File: src/rtl/des_debounce.sv
// rtl/des_debounce.sv - Input synchroniser and debouncer for a raw, bouncing level input.
module des_debounce #(
    parameter int SYNC_STAGES     = 2,
    parameter int DEBOUNCE_CYCLES = 4
) (
    input  logic clk,
    input  logic rst,
    input  logic in,
    output logic out,
    output logic busy
);

    typedef enum logic {
        ST_STABLE = 1'b0,
        ST_COUNT  = 1'b1
    } state_t;

    localparam logic [7:0] LP_LAST = 8'(DEBOUNCE_CYCLES - 1);

    logic [SYNC_STAGES-1:0] r_sync;
    logic                   w_sync;
    state_t                 r_state;
    state_t                 w_state_nxt;
    logic [7:0]             r_cnt;
    logic [7:0]             w_cnt_nxt;
    logic                   r_out;
    logic                   w_out_nxt;

    // Plain flop chain: no logic between stages so metastability can settle.
    always_ff @(posedge clk or negedge rst) begin
        if (!rst) begin
            r_sync <= '0;
        end else begin
            r_sync <= {r_sync[SYNC_STAGES-2:0], in};
        end
    end

    assign w_sync = r_sync[SYNC_STAGES-1];

    always_ff @(posedge clk or negedge rst) begin
        if (!rst) begin
            r_state <= ST_STABLE;
            r_cnt   <= 8'd0;
            r_out   <= 1'b0;
        end else begin
            r_state <= w_state_nxt;
            r_cnt   <= w_cnt_nxt;
            r_out   <= w_out_nxt;
        end
    end

    always_comb begin
        w_state_nxt = r_state;
        w_cnt_nxt   = r_cnt;
        w_out_nxt   = r_out;
        case (r_state)
            ST_STABLE: begin
                if (w_sync != r_out) begin
                    w_state_nxt = ST_COUNT;
                    w_cnt_nxt   = 8'd1;
                end else begin
                    w_cnt_nxt   = 8'd0;
                end
            end
            ST_COUNT: begin
                // Any return to the current level throws away the partial count.
                if (w_sync == r_out) begin
                    w_state_nxt = ST_STABLE;
                    w_cnt_nxt   = 8'd0;
                end else if (r_cnt == LP_LAST) begin
                    w_state_nxt = ST_STABLE;
                    w_cnt_nxt   = 8'd0;
                    w_out_nxt   = w_sync;
                end else begin
                    w_cnt_nxt   = r_cnt + 8'd1;
                end
            end
            default: begin
                w_state_nxt = ST_STABLE;
                w_cnt_nxt   = 8'd0;
            end
        endcase
    end

    assign out  = r_out;
    assign busy = (r_state == ST_COUNT);

endmodule

File: config.mk
export PLATFORM = sky130hd
export DESIGN_NAME = des_debounce
export DESIGN_NICKNAME = d
export VERILOG_FILES = /design/src/rtl/des_debounce.sv
export SDC_FILE = /design/constraint.sdc
export NUM_CORES = 1
export LEC_CHECK = 0
export CAP_MARGIN = 20
export CORE_AREA = 2 2 39 41
export CTS_CLUSTER_SIZE = 10
export DETAILED_ROUTE_END_ITERATION = 16
export DIE_AREA = 0 0 41 43
export GPL_ROUTABILITY_DRIVEN = 0
export PLACE_DENSITY = 0.65
export SLEW_MARGIN = 5
export SYNTH_ARGS = -nofsm -noshare
export SYNTH_HDL_FRONTEND = slang
export SYNTH_SLANG_ARGS = --single-unit
File: constraint.sdc
create_clock -name clk -period 1.7 [get_ports clk]
set_clock_uncertainty 0.2 [all_clocks]
set_input_delay 0.255 -clock clk [delete_from_list [all_inputs] [get_ports clk]]
set_output_delay 0.255 -clock clk [all_outputs]
set_load 0.02 [all_outputs]
Yosys cells after proc, flatten, opt, wreduce, memory -nomap -nowiden. Index checks and enable logic that the tools add are counted.

Bits in registers: 12. Bits in latches: 0. Bits in writable memories: 0. Memory bits (read-only): 0. Input bits: 3. Output and inout port bits: 2. Memories kept: 0.

Add/sub/neg operators: 1. Multipliers: 0. Div/mod/pow operators: 0. Order comparisons: 0. Equality and inequality tests: 3. Shift-type cells: 0. Mux-type cells: 8. Bitwise logic cells: 2. Reductions and logical operators: 1.

Operators by type and width (number): 2-to-1 mux 8 bit (2); one-hot mux 8 bit (2 select lines) (1); adder 8 x 1 -> 8 bit, second input constant (1); equality test 8 x 2 -> 1 bit, second input constant (1); 2-to-1 mux 1 bit (4); AND reduction 3 bit (1); inverter 1 bit (2); one-hot mux 1 bit (2 select lines) (1); equality test 1 bit (1); != test 1 bit (1).

Longest topological paths before layout. Gate-level depths: netlist of run 1.

Word-level depth: 4. Depth in mapped cells: 4. Mapped depth without buffers: 4.

Worst setup path after synthesis of run 1. OpenSTA, ideal clock, no wires.

Kind: reg2reg. From: register r_cnt[0]. To: register r_out (netlist: out). Library setup time: 128 ps. Arrival time: 1553 ps. Data required time: 1372 ps. Path slack: -181 ps. Cell stages (with the launch flop): 5. Clock period less this slack: 1881 ps. Cell sequence: dfrtp_1 -> ha_1 -> or4b_4 -> nor3_4 -> mux2_1.

Longest elaborated chain between the ends: 2.

RTL lines: start: declaration (line 24) `logic [7:0] r_cnt;`; start signal: assignment (line 47) `r_cnt <= w_cnt_nxt;`; equality test 8 x 2 -> 1 bit (line 70) `end else if (r_cnt == LP_LAST) begin`; AND reduction 3 bit (no line); end signal: assignment (line 48) `r_out <= w_out_nxt;`; end: declaration (line 26) `logic r_out;`.

No other way between the ends. A chain may end at the register's enable or synchronous reset.

Worst setup path after layout of run 1.
From: register r_cnt[1]. To: register r_out (netlist: out).

Same word-level chain as after synthesis.

==> key figures, run 1 <==
Logic synthesis
  • Synth Register Bits: 12
  • Syn Area/Cell: 11.2 µm²
  • Seq/Total Area, Yosys: 54.7%
  • Dominant cell type by area after synthesis: dfrtp_1
  • EDFF count, synth: 0
  • Most common cell in the netlist: dfrtp_1
  • Ys async rst share: 100%
  • Post-synth top cells: dfrtp_1, nor2_1, a21oi_1, or3_1
  • Most common flop cell mapped by yosys: dfrtp_1
  • Dominant cells by area after synthesis: dfrtp_1, xnor2_1, ha_1, or3_1, a21oi_1
  • Yosys warning count: 0
  • Syn Inst Count: 49
  • Cell area after synthesis: 549 µm²
  • Post-synth cell types: 17
  • Syn Nets: 54
  • Share of the synthesized area in the top cell type: 54.7%

Critical path
  • CP max-delay cell: or4b_4
  • CP top delay family: simple AND/OR/NAND/NOR gates
  • Max FO, Critical Path: 3
  • WS Path Type: register to register
  • Slowest stage delay, CP: between 0.4 and 0.5 ns
  • Req. time, crit path: 1.66 ns
  • Crit path capture type: register
  • CP Cell Sequence: ha_2 -> or4b_4 -> nor3_4 -> mux2_4
  • Worst path arrival time: 1.77 ns
  • Setup crit start kind: register
  • Sum of buffers and inverters on the critical path: 0

Pwr
  • Leak pwr: 0.321 nW
  • VDD IR max: about 740 µV
  • Cell internal pwr: a little over 0.6 mW
  • Switching power: 0.316 mW
  • Net switching share of the total power: 33.7%
  • Seq pwr share: 41.4%
  • Clock Power Share: 24.3%
  • Power Total: 0.936 mW
  • Gate power share: between 30 and 40%
  • PwrDens: 1320 nW/µm²

GRT
  • Total grt overflow: 0
  • GRT Util Overall: 15.1%
  • First-pass GRT wire length: about 1700 µm
  • Initial antenna violation count: 0
  • Largest net degree at the start of global routing: 13
  • Vias in the first global route: approximately 410

Flow run
  • Max Cap Viol: 0

Timing
  • Sum Neg Setup Slack: -0.256 ns
  • Fmax: 552 MHz
  • Period utilization: 107%
  • Post-layout min period: 1.81 ns
  • Final Setup Violations: 6
  • Hold Vio Cnt, Final: 0
  • Hold WS: 0.0711 ns
  • Max_slew headroom: 81.1%
  • Min setup slack post-route: -0.113 ns
  • Unrepaired setup endpoints after global routing: yes
  • Worst Max-Slew Pin Slew: 0.282 ns
  • Max-slew violation count: 0

Clock tree
  • Worst-Skew Late Latency: approximately 0.27 ns
  • Clock Sinks: 12
  • Deepest clock path buffer count: 2
  • Clk slew on worst S/H paths: 0.08 ns
  • H-tree levels: 1
  • Cts hold-fix bufs: 0
  • Total CTS buffers: 3
  • Clk root buf: clkbuf_4
  • CTS tree: yes

Place
  • Placed cell count: 77
  • IO Port Bufs: 4
  • Hpwl dp: ~710 µm

Floorplanning
  • Row cnt: 14
  • Die Footprint: 1760 µm²
  • Die H: roughly 43 µm
  • Initial Utilization: 39.7%
  • Die Width: a little over 40 µm
  • I/O Pins: 5
  • Placeable Area: roughly 1400 µm²

Detailed routing
  • Total Wirelength: 1000 µm
  • DR iter-0 viols: 7
  • Routed length per instance: 12.4 µm
  • Post-route DRC: 0
  • Detail Route Antenna Nets: 0
  • Drt pass-1 iters: 4
  • DR vias/cell: 5.09
  • Routed vias: 412

Worst hold path
  • Worst min path class: primary input to async pin

Final layout
  • Ant. Diodes: 0
  • Share of cells above drive strength 1: 26.2%
  • Non-Filler Instances: 81
  • Area grow syn2layout: 29.2%
  • Layout Nets: 71

Status
  • Failing checks: setup timing
  • Status: finished, violations left
-- worst paths after layout --
path | to | cells after the start | from | slack (ns)
worst max-delay path | out | 4 | r_cnt[1] | -0.11
worst min register to register | r_sync[1] | 0 | r_sync[0] | 0.15
worst min-delay path | r_cnt[4] | 2 | rst | 0.07
max in group asynchronous | r_cnt[0] | 2 | rst | 1.08
worst max register to register | out | 4 | r_cnt[1] | -0.11
min in group clk | r_sync[1] | 0 | r_sync[0] | 0.15
-- cell usage in the layout, fill, tap and decap left out, drive strengths merged, types with 2 or more instances in the layout --
cell,n
clkdlybuf4s50,2
dlygate4sd2,2
xnor2,3
ha,2
a21oi,4
nand2,2
nor2,5
o21ai,3
inv,3
nand3,3
dfrtp,12
xor2,2
buf,8
clkbuf,4
or3,4
-- layout make-up --
type / count / area [µm²]
repair buffers: 12 / 97.6
flip-flops and latches: 12 / 300
multi-input cells: 34 / 244
inverters: 3 / 11.3
clock buffers: 4 / 36.3
fillers: 127 / 674
well taps: 16 / 20.0
-- registers in the layout (all words and copies together), names as in the netlist --
name / cells
busy: 1
out: 1
r_cnt: 8
r_sync: 2
-- power groups by stage --
stage | combinational [mW] | sequential (mW) | clock [mW]
4_1_cts | 0.324 | 0.389 | 0.236
5_1_grt | 0.362 | 0.395 | 0.253
6_report | 0.321 | 0.388 | 0.227
3_3_place_gp | 0.335 | 0.393 | 0
2_1_floorplan | 0.161 | 0.426 | 0
3_5_place_dp | 0.336 | 0.395 | 0
-- per-layer routing --
layer  up-vias  wire [µm]  part of all wire, %  global-route usage (%)
met2         6        469                   47                    19.7
met3         2         31                  3.1                    3.14
met5         -          0                    0                       0
met1       199        484                   48                    20.5
met4         0         17                  1.7                    12.0
li1        205          -                    -                       -
-- what timing repair did --
item                       CTS  global route
setup buffers                0             0
setup endpoints to repair    8             6
resized for setup            2             0
-- logic make-up after synthesis --
kind of cell	Yosys count	share of synthesized area, %
multiplexers	1	2.05
adder cells (fa/ha/maj)	2	4.56
AND/OR/NAND/NOR	17	18.7
AO/OA/AOI/OAI	9	10.0
flip-flops	12	54.7
XOR/XNOR	5	7.97
buffers and inverters	3	2.05
-- metrics by stage --
stage	instance area, µm²	utilization [%]	setup WS, ns
2_1_floorplan	556	-	-0.130
3_3_place_gp	676	48.8	-0.0722
3_5_place_dp	676	48.8	-0.103
4_1_cts	709	51.3	-0.123
5_1_grt	709	51.3	-0.162
6_report	709	51.3	-0.113
Note: power is estimated with default switching activity, not from simulation.
==> run 2: changes to the inputs <==
--- a/config.mk
+++ b/config.mk
@@ -5,13 +5,13 @@
 export SDC_FILE = /design/constraint.sdc
 export NUM_CORES = 1
 export LEC_CHECK = 0
+export ABC_AREA = 1
 export CAP_MARGIN = 20
-export CORE_AREA = 2 2 39 41
+export CORE_UTILIZATION = 46
 export CTS_CLUSTER_SIZE = 10
 export DETAILED_ROUTE_END_ITERATION = 16
-export DIE_AREA = 0 0 41 43
 export GPL_ROUTABILITY_DRIVEN = 0
-export PLACE_DENSITY = 0.65
+export PLACE_DENSITY = 0.76
 export SLEW_MARGIN = 5
 export SYNTH_ARGS = -nofsm -noshare
 export SYNTH_HDL_FRONTEND = slang
==> run 2 against run 1 <==
  * The run now ends clean
  * Total power is 3.3% lower
  * Synthesized cell count grew 63%
  * Combinational power is 9.0% lower
  * Clock power decreased by 3%
  * Global-route usage is 2.7 points higher
  * Count of clock-buffer cells in the layout unchanged
  * Setup slack improved by 0.33 ns
  * Wire length is 3.2% higher
  * Critical path type is now register to primary output
  * Largest cell class unchanged
==> key figures, run 2 <==
Status
  • Status: finished clean

Logic synthesis
  • Most common cell in the netlist: nand2_1
  • Post-synth top cells: nand2_1, inv_1, dfrtp_1
  • Post-Synth Simple-Gate Area: 33.7% (+15 points)
  • Post-Synth XOR/XNOR Area: 2.75% (-5.2 points)
  • Yosys warning count: 0 (unchanged)
  • Syn Area/Cell: 7.98 µm² (-29%)
  • Adder-cell share of the synthesized area: 3.92% (-0.63 points)
  • Seq/Total Area, Yosys: 47.1% (-7.6 points)
  • Syn Nets: 85 (+57%)
  • Most common flop cell mapped by yosys: dfrtp_1
  • Mux share of post-synthesis cell area: 0% (-2.1 points)
  • Syn Inst Count: 80 (+63%)
  • EDFF count, synth: 0 (unchanged)
  • Dominant cells by area after synthesis: dfrtp_1, nand2_1, inv_1, nand3_1, nor2_2
  • Synth Register Bits: 12 (unchanged)
  • Ys async rst share: 100% (unchanged)
  • Largest family of logic cells by synthesized area: simple AND/OR/NAND/NOR gates
  • Post-synth cell types: 16 (-1)
  • Share of the synthesized area in the top cell type: 47.1% (-7.6 points)
  • Post-synthesis compound-gate area fraction: 3.73% (-6.3 points)
  • Cell area after synthesis: 638 µm² (+16%)
  • Dominant cell type by area after synthesis: dfrtp_1

Place
  • Hpwl dp: 761 µm (+6.9%)
  • Placed cell count: 99 (+29%)
  • DP Area: 697 µm² (+3.1%)
  • IO Port Bufs: 4 (unchanged)
  • Placement Setup Slack: 0.229 ns (+0.332 ns)

Final layout
  • Non-Filler Instances: 103 (+27%)
  • Ant. Diodes: 0 (unchanged)
  • Area occupied by multi-input gates: 282 µm² (+15%)
  • Reg with most FFs: r_cnt
  • Commonest cells after routing, fill and taps aside: nand2_1, inv_1, dfrtp_1
  • # fillers: 127 (unchanged)
  • Final instance area: 731 µm² (+3.0%)
  • Area taken by flip-flops and latches: 300 µm² (unchanged)
  • Largest register FFs: 8 (unchanged)
  • Top flop regs: r_cnt (8), r_sync (2)
  • Share of cells above drive strength 1: 17.0% (-9.1 points)
  • Layout Nets: 94 (+32%)
  • Area grow syn2layout: 14.5%
  • Commonest non-fill, non-tap cell in the layout: nand2_1

Detailed routing
  • Drt pass-1 iters: 4 (unchanged)
  • DR vias/cell: 4.76 (-6.5%)
  • Total Wirelength: 1030 µm (+3.2%)
  • Routed vias: 490 (+19%)
  • Post-route DRC: 0 (unchanged)
  • DR iter-0 viols: 12 (+5)
  • Routed length per instance: 10.0 µm (-19%)
  • Detail Route Antenna Nets: 0 (unchanged)

Flow run
  • Max Cap Viol: 0 (unchanged)

Critical path
  • Max FO, Critical Path: 6 (+3)
  • CP Cell Sequence: dlygate4sd2_1
  • Setup crit start kind: register
  • WS Path Type: register to primary output
  • Req. time, crit path: 1.24 ns (-0.42 ns)
  • CP top delay family: flip-flops
  • FF-to-FF Start: r_cnt[0]
  • Slowest stage delay, CP: 0.41 ns (-0.08 ns)
  • Reg2Reg Depth: 6 (+2)
  • Worst path arrival time: 1.02 ns (-0.75 ns)
  • Crit path capture type: primary output
  • CP max-delay cell: dfrtp_1
  • Sum of buffers and inverters on the critical path: 1 (+1)
  • R2R Setup Slk: 0.25 ns (+0.36 ns)
  • Critical R2R Capture: r_cnt[0]

Pwr
  • Leak pwr: 0.361 nW (+12%)
  • VDD IR max: 720 µV (-2.2%)
  • PwrDens: 1240 nW/µm² (-6.1%)

Floorplanning
  • I/O Pins: 5 (unchanged)
  • Placeable Area: 1300 µm² (-6.0%)
  • Die Width: 39.2 µm (-4.3%)
  • Initial Utilization: 49.0% (+9.3 points)
  • Die H: 39.2 µm (-8.7%)
  • Die Footprint: 1540 µm² (-13%)
  • Row cnt: 13 (-1)

Clock tree
  • Deepest clock path buffer count: 2 (unchanged)
  • CTS tree: yes
  • Setup repair bufs after CTS: 0 (unchanged)
  • Worst-Skew Late Latency: 0.27 ns (about the same)
  • Cts hold-fix bufs: 0 (unchanged)
  • H-tree levels: 1 (unchanged)
  • Clock Sinks: 12 (unchanged)
  • Clk root buf: clkbuf_4
  • Total CTS buffers: 3 (unchanged)
  • Clk slew on worst S/H paths: 0.07 ns (about the same)

GRT
  • Vias in the first global route: 409 (+0.99%)
  • M1 GR Usage: 22.3% (+1.8 points)
  • Initial antenna violation count: 0 (unchanged)
  • Met3 usage: 8.67% (+5.5 points)
  • GRT Util Overall: 17.8% (+2.7 points)
  • Grt met2 use: 22.9% (+3.2 points)
  • GRT busiest layer: met2
  • Total grt overflow: 0 (unchanged)
  • First-pass GRT wire length: 1680 µm (-1.6%)
  • Largest net degree at the start of global routing: 13 (unchanged)

Timing
  • Fmax: 676 MHz (+23%)
  • Min setup slack post-route: 0.221 ns (+0.333 ns)
  • Hold Vio Cnt, Final: 0 (unchanged)
  • Hold WS: 0.128 ns (+0.0568 ns)
  • Sum Neg Setup Slack: 0 ns (+0.256 ns)
  • Max-slew violation count: 0 (unchanged)
  • Post-layout min period: 1.48 ns (-0.333 ns)
  • Period utilization: 87.0% (-20 points)
  • Worst Max-Slew Pin Slew: 0.532 ns (+0.250 ns)
  • Max_slew headroom: 64.4% (-17 points)
  • Unrepaired setup endpoints after global routing: no
  • Final Setup Violations: 0 (-6)

Worst hold path
  • Worst min path class: primary input to async pin
## run 2: cell count changes after synthesis, sizes merged, moves of 2 or more
cell and delta:
inv +12, o21ai -2, nand3 +5, or3 -4, nor2 +10, xnor2 -3
nand2 +17
## run 2: cells by family after synthesis
group                      Yosys count
DFF                                 12
xor gates and xnor gates             2
adders and majority gates            2
AOI/OAI and AO/OA                    4
buffers and inverters               15
and+or+nand+nor                     45
## run 2: repair_timing
action                                  in CTS  in global routing
hold endpoints to repair                     0                  0
resized for setup                            2                  0
endpoints found under the setup margin       2                  0
## run 2: final cells by class
type,count,share of cell area (%)
inverters,15,7.71
multi-input cells,53,38.5
well taps,15,2.57
clock buffers,4,4.97
repair buffers,4,5.14
flip-flops and latches,12,41.1
## run 2: through the flow
step           util, %  total power, mW
6_report          56.2            0.905
4_1_cts           56.2            0.922
5_1_grt           56.2            0.984
3_3_place_gp      53.6            0.703
3_5_place_dp      53.6            0.708
2_1_floorplan        -            0.615
## run 2: power by group
part	switching, mW	total [mW]	internal [mW]
clock network	0.0898	0.220	0.130
registers	0.0564	0.393	0.336
logic	0.184	0.292	0.109
## run 2: routing by layer
metal	vias up	wire length, µm	part of all wire (%)
met4	0	11	1.1
met2	9	459	44
li1	259	-	-
met3	2	38	3.7
met1	220	525	51
met5	-	0	0
## run 2: how the worst max path moves through the flow
stage	slack [ns]	endpoint	depth (start not counted)	start
after floorplan	0.37	r_cnt[4]	6	r_cnt[0]
after global placement	0.24	busy	1	busy
after detailed placement	0.23	busy	1	busy
after CTS	0.20	busy	1	busy
after global routing	0.13	r_cnt[0]	6	r_cnt[0]
final	0.22	busy	1	busy
==> run 3: changes to the inputs <==
--- a/config.mk
+++ b/config.mk
@@ -7,11 +7,11 @@
 export LEC_CHECK = 0
 export ABC_AREA = 1
 export CAP_MARGIN = 20
-export CORE_UTILIZATION = 46
+export CORE_UTILIZATION = 40
 export CTS_CLUSTER_SIZE = 10
 export DETAILED_ROUTE_END_ITERATION = 16
 export GPL_ROUTABILITY_DRIVEN = 0
-export PLACE_DENSITY = 0.76
+export PLACE_DENSITY = 0.69
 export SLEW_MARGIN = 5
 export SYNTH_ARGS = -nofsm -noshare
 export SYNTH_HDL_FRONTEND = slang
==> run 3 against run 2 <==
  * Cell count grew 0.97%
  * Critical endpoint unchanged
  * Highest routed layer unchanged
  * Register-to-register slack lost 0.02 ns
  * Sequential cell count is the same
  * Global-route usage shrank 2.7 points
  * First-iteration DRC count shrank 8.3%
==> key figures, run 3 (synthesis gave the netlist of run 2 again) <==
GRT
  • M1 GR Usage: 17.8% (-4.5 points)
  • Vias in the first global route: 427 (+4.4%)
  • GRT busiest layer: met2
  • First-pass GRT wire length: 1860 µm (+11%)
  • Grt met2 use: 23.1% (+0.21 points)
  • Total grt overflow: 0 (unchanged)
  • GRT Util Overall: 15.1% (-2.7 points)
  • Largest net degree at the start of global routing: 8 (-5)
  • Initial antenna violation count: 0 (unchanged)
  • Met3 usage: 3.91% (-4.8 points)

Detailed routing
  • Routed length per instance: 10.4 µm (+3.3%)
  • Total Wirelength: 1080 µm (+4.3%)
  • Post-route DRC: 0 (unchanged)
  • Drt pass-1 iters: 4 (unchanged)
  • DR vias/cell: 4.76 (about the same)
  • Routed vias: 495 (+1.0%)
  • DR iter-0 viols: 11 (-1)
  • Detail Route Antenna Nets: 0 (unchanged)

Pwr
  • Gate power share: 34.2% (+1.9 points)
  • Switching power: 0.330 mW (+0.16%)
  • Cell internal pwr: 0.529 mW (-8.0%)
  • Clock Power Share: 20.2% (-4.1 points)
  • Leak pwr: 0.359 nW (-0.66%)
  • PwrDens: 1180 nW/µm² (-4.4%)
  • Seq pwr share: 45.7% (+2.3 points)
  • Net switching share of the total power: 38.4% (+2.0 points)
  • VDD IR max: 458 µV (-36%)

Clock tree
  • Clk root buf: clkbuf_4
  • Clock Sinks: 12 (unchanged)
  • Cts hold-fix bufs: 0 (unchanged)
  • Deepest clock path buffer count: 2 (unchanged)
  • CTS tree: yes
  • Clk slew on worst S/H paths: 0.07 ns (about the same)
  • Total CTS buffers: 3 (unchanged)
  • H-tree levels: 1 (unchanged)
  • CTS resizes: 2 (unchanged)
  • Worst-Skew Late Latency: 0.27 ns (about the same)
  • Setup repair bufs after CTS: 0 (unchanged)

Timing
  • Hold Vio Cnt, Final: 0 (unchanged)
  • Final Setup Violations: 0 (unchanged)
  • Post-layout min period: 1.49 ns (+0.00922 ns)
  • Sum Neg Setup Slack: 0 ns (unchanged)
  • Max_slew headroom: 79.1% (+15 points)
  • Unrepaired setup endpoints after global routing: no
  • Hold WS: 0.0322 ns (-0.0957 ns)
  • Period utilization: 87.6% (+0.54 points)
  • Worst Max-Slew Pin Slew: 0.312 ns (-0.220 ns)
  • Max-slew violation count: 0 (unchanged)
  • Fmax: 672 MHz (-0.62%)

Final layout
  • Ant. Diodes: 0 (unchanged)
  • Reg with most FFs: r_cnt
  • Commonest non-fill, non-tap cell in the layout: nand2_1
  • Share of cells above drive strength 1: 17.0% (unchanged)
  • Area occupied by multi-input gates: 282 µm² (unchanged)
  • Layout Nets: 95 (+1.1%)
  • Commonest cells after routing, fill and taps aside: nand2_1, inv_1, dfrtp_1
  • Largest register FFs: 8 (unchanged)
  • Area taken by flip-flops and latches: 300 µm² (unchanged)
  • Top flop regs: r_cnt (8), r_sync (2)
  • Area grow syn2layout: 13.7%
  • # fillers: 144 (+13%)
  • Non-Filler Instances: 104 (+0.97%)

Floorplanning
  • Placeable Area: 1510 µm² (+16%)
  • Initial Utilization: 42.4% (-6.7 points)
  • I/O Pins: 5 (unchanged)
  • Die Footprint: 1760 µm² (+14%)
  • Die Width: 41.9 µm (+6.9%)
  • Die H: 41.9 µm (+6.9%)
  • Row cnt: 14 (+1)

Critical path
  • CP Cell Sequence: dlygate4sd2_1
  • CP max-delay cell: dfrtp_1
  • Setup crit start kind: register
  • Worst path arrival time: 1.03 ns (about the same)
  • Req. time, crit path: 1.24 ns (about the same)
  • CP top delay family: flip-flops
  • Crit path capture type: primary output
  • Slowest stage delay, CP: 0.41 ns (about the same)
  • Max FO, Critical Path: 6 (unchanged)
  • WS Path Type: register to primary output
  • Sum of buffers and inverters on the critical path: 1 (unchanged)

Place
  • IO Port Bufs: 4 (unchanged)
  • Hpwl dp: 838 µm (+10%)
  • Placed cell count: 101 (+2.0%)

Status
  • Status: finished clean

Flow run
  • Max Cap Viol: 0 (unchanged)

Worst hold path
  • Worst min path class: primary input to async pin
## run 3: changes by cell type in the layout (fill, tap and decap cells not counted), sizes merged
cell / previous run / this run
buf: 0 / 1
clkbuf: 4 / 3
## run 3: path summary, 6_finish.rpt
kind                           start         to  slack (ns)  cells after the start
min reg2reg                r_sync[0]  r_sync[1]        0.17                      0
max                             busy       busy        0.21                      1
max in group asynchronous        rst   r_cnt[2]        0.86                      2
min in group clk           r_sync[0]  r_sync[1]        0.17                      0
min                              rst   r_cnt[7]        0.03                      1
max reg2reg                 r_cnt[0]   r_cnt[4]        0.23                      6
## run 3: area by class of cell
type	count	share of cell area (%)
repair buffers	5	6.21
multi-input cells	53	38.8
well taps	16	2.76
flip-flops and latches	12	41.4
inverters	15	7.76
clock buffers	3	3.10
## run 3: metal layers
metal,vias to the layer above,wire length [µm]
met4,0,38
li1,263,-
met2,8,486
met1,219,521
met5,-,0
met3,5,32
## run 3: stage by stage
step / cell area, µm² / worst slack [ns] / utilization [%] / total power [mW]
floorplan: 638 / 0.371 / - / 0.615
CTS: 726 / 0.198 / 48.2 / 0.871
global placement: 706 / 0.232 / 46.8 / 0.706
detailed placement: 706 / 0.225 / 46.8 / 0.711
global route: 726 / 0.115 / 48.2 / 0.927
finish: 726 / 0.212 / 48.2 / 0.859
## run 3: power by group through the flow
stage / registers (mW) / clock network [mW] / logic (mW)
after floorplan: 0.417 / 0 / 0.198
after global placement: 0.397 / 0 / 0.309
after detailed placement: 0.400 / 0 / 0.311
after CTS: 0.393 / 0.180 / 0.297
after global routing: 0.406 / 0.189 / 0.332
final: 0.392 / 0.173 / 0.294
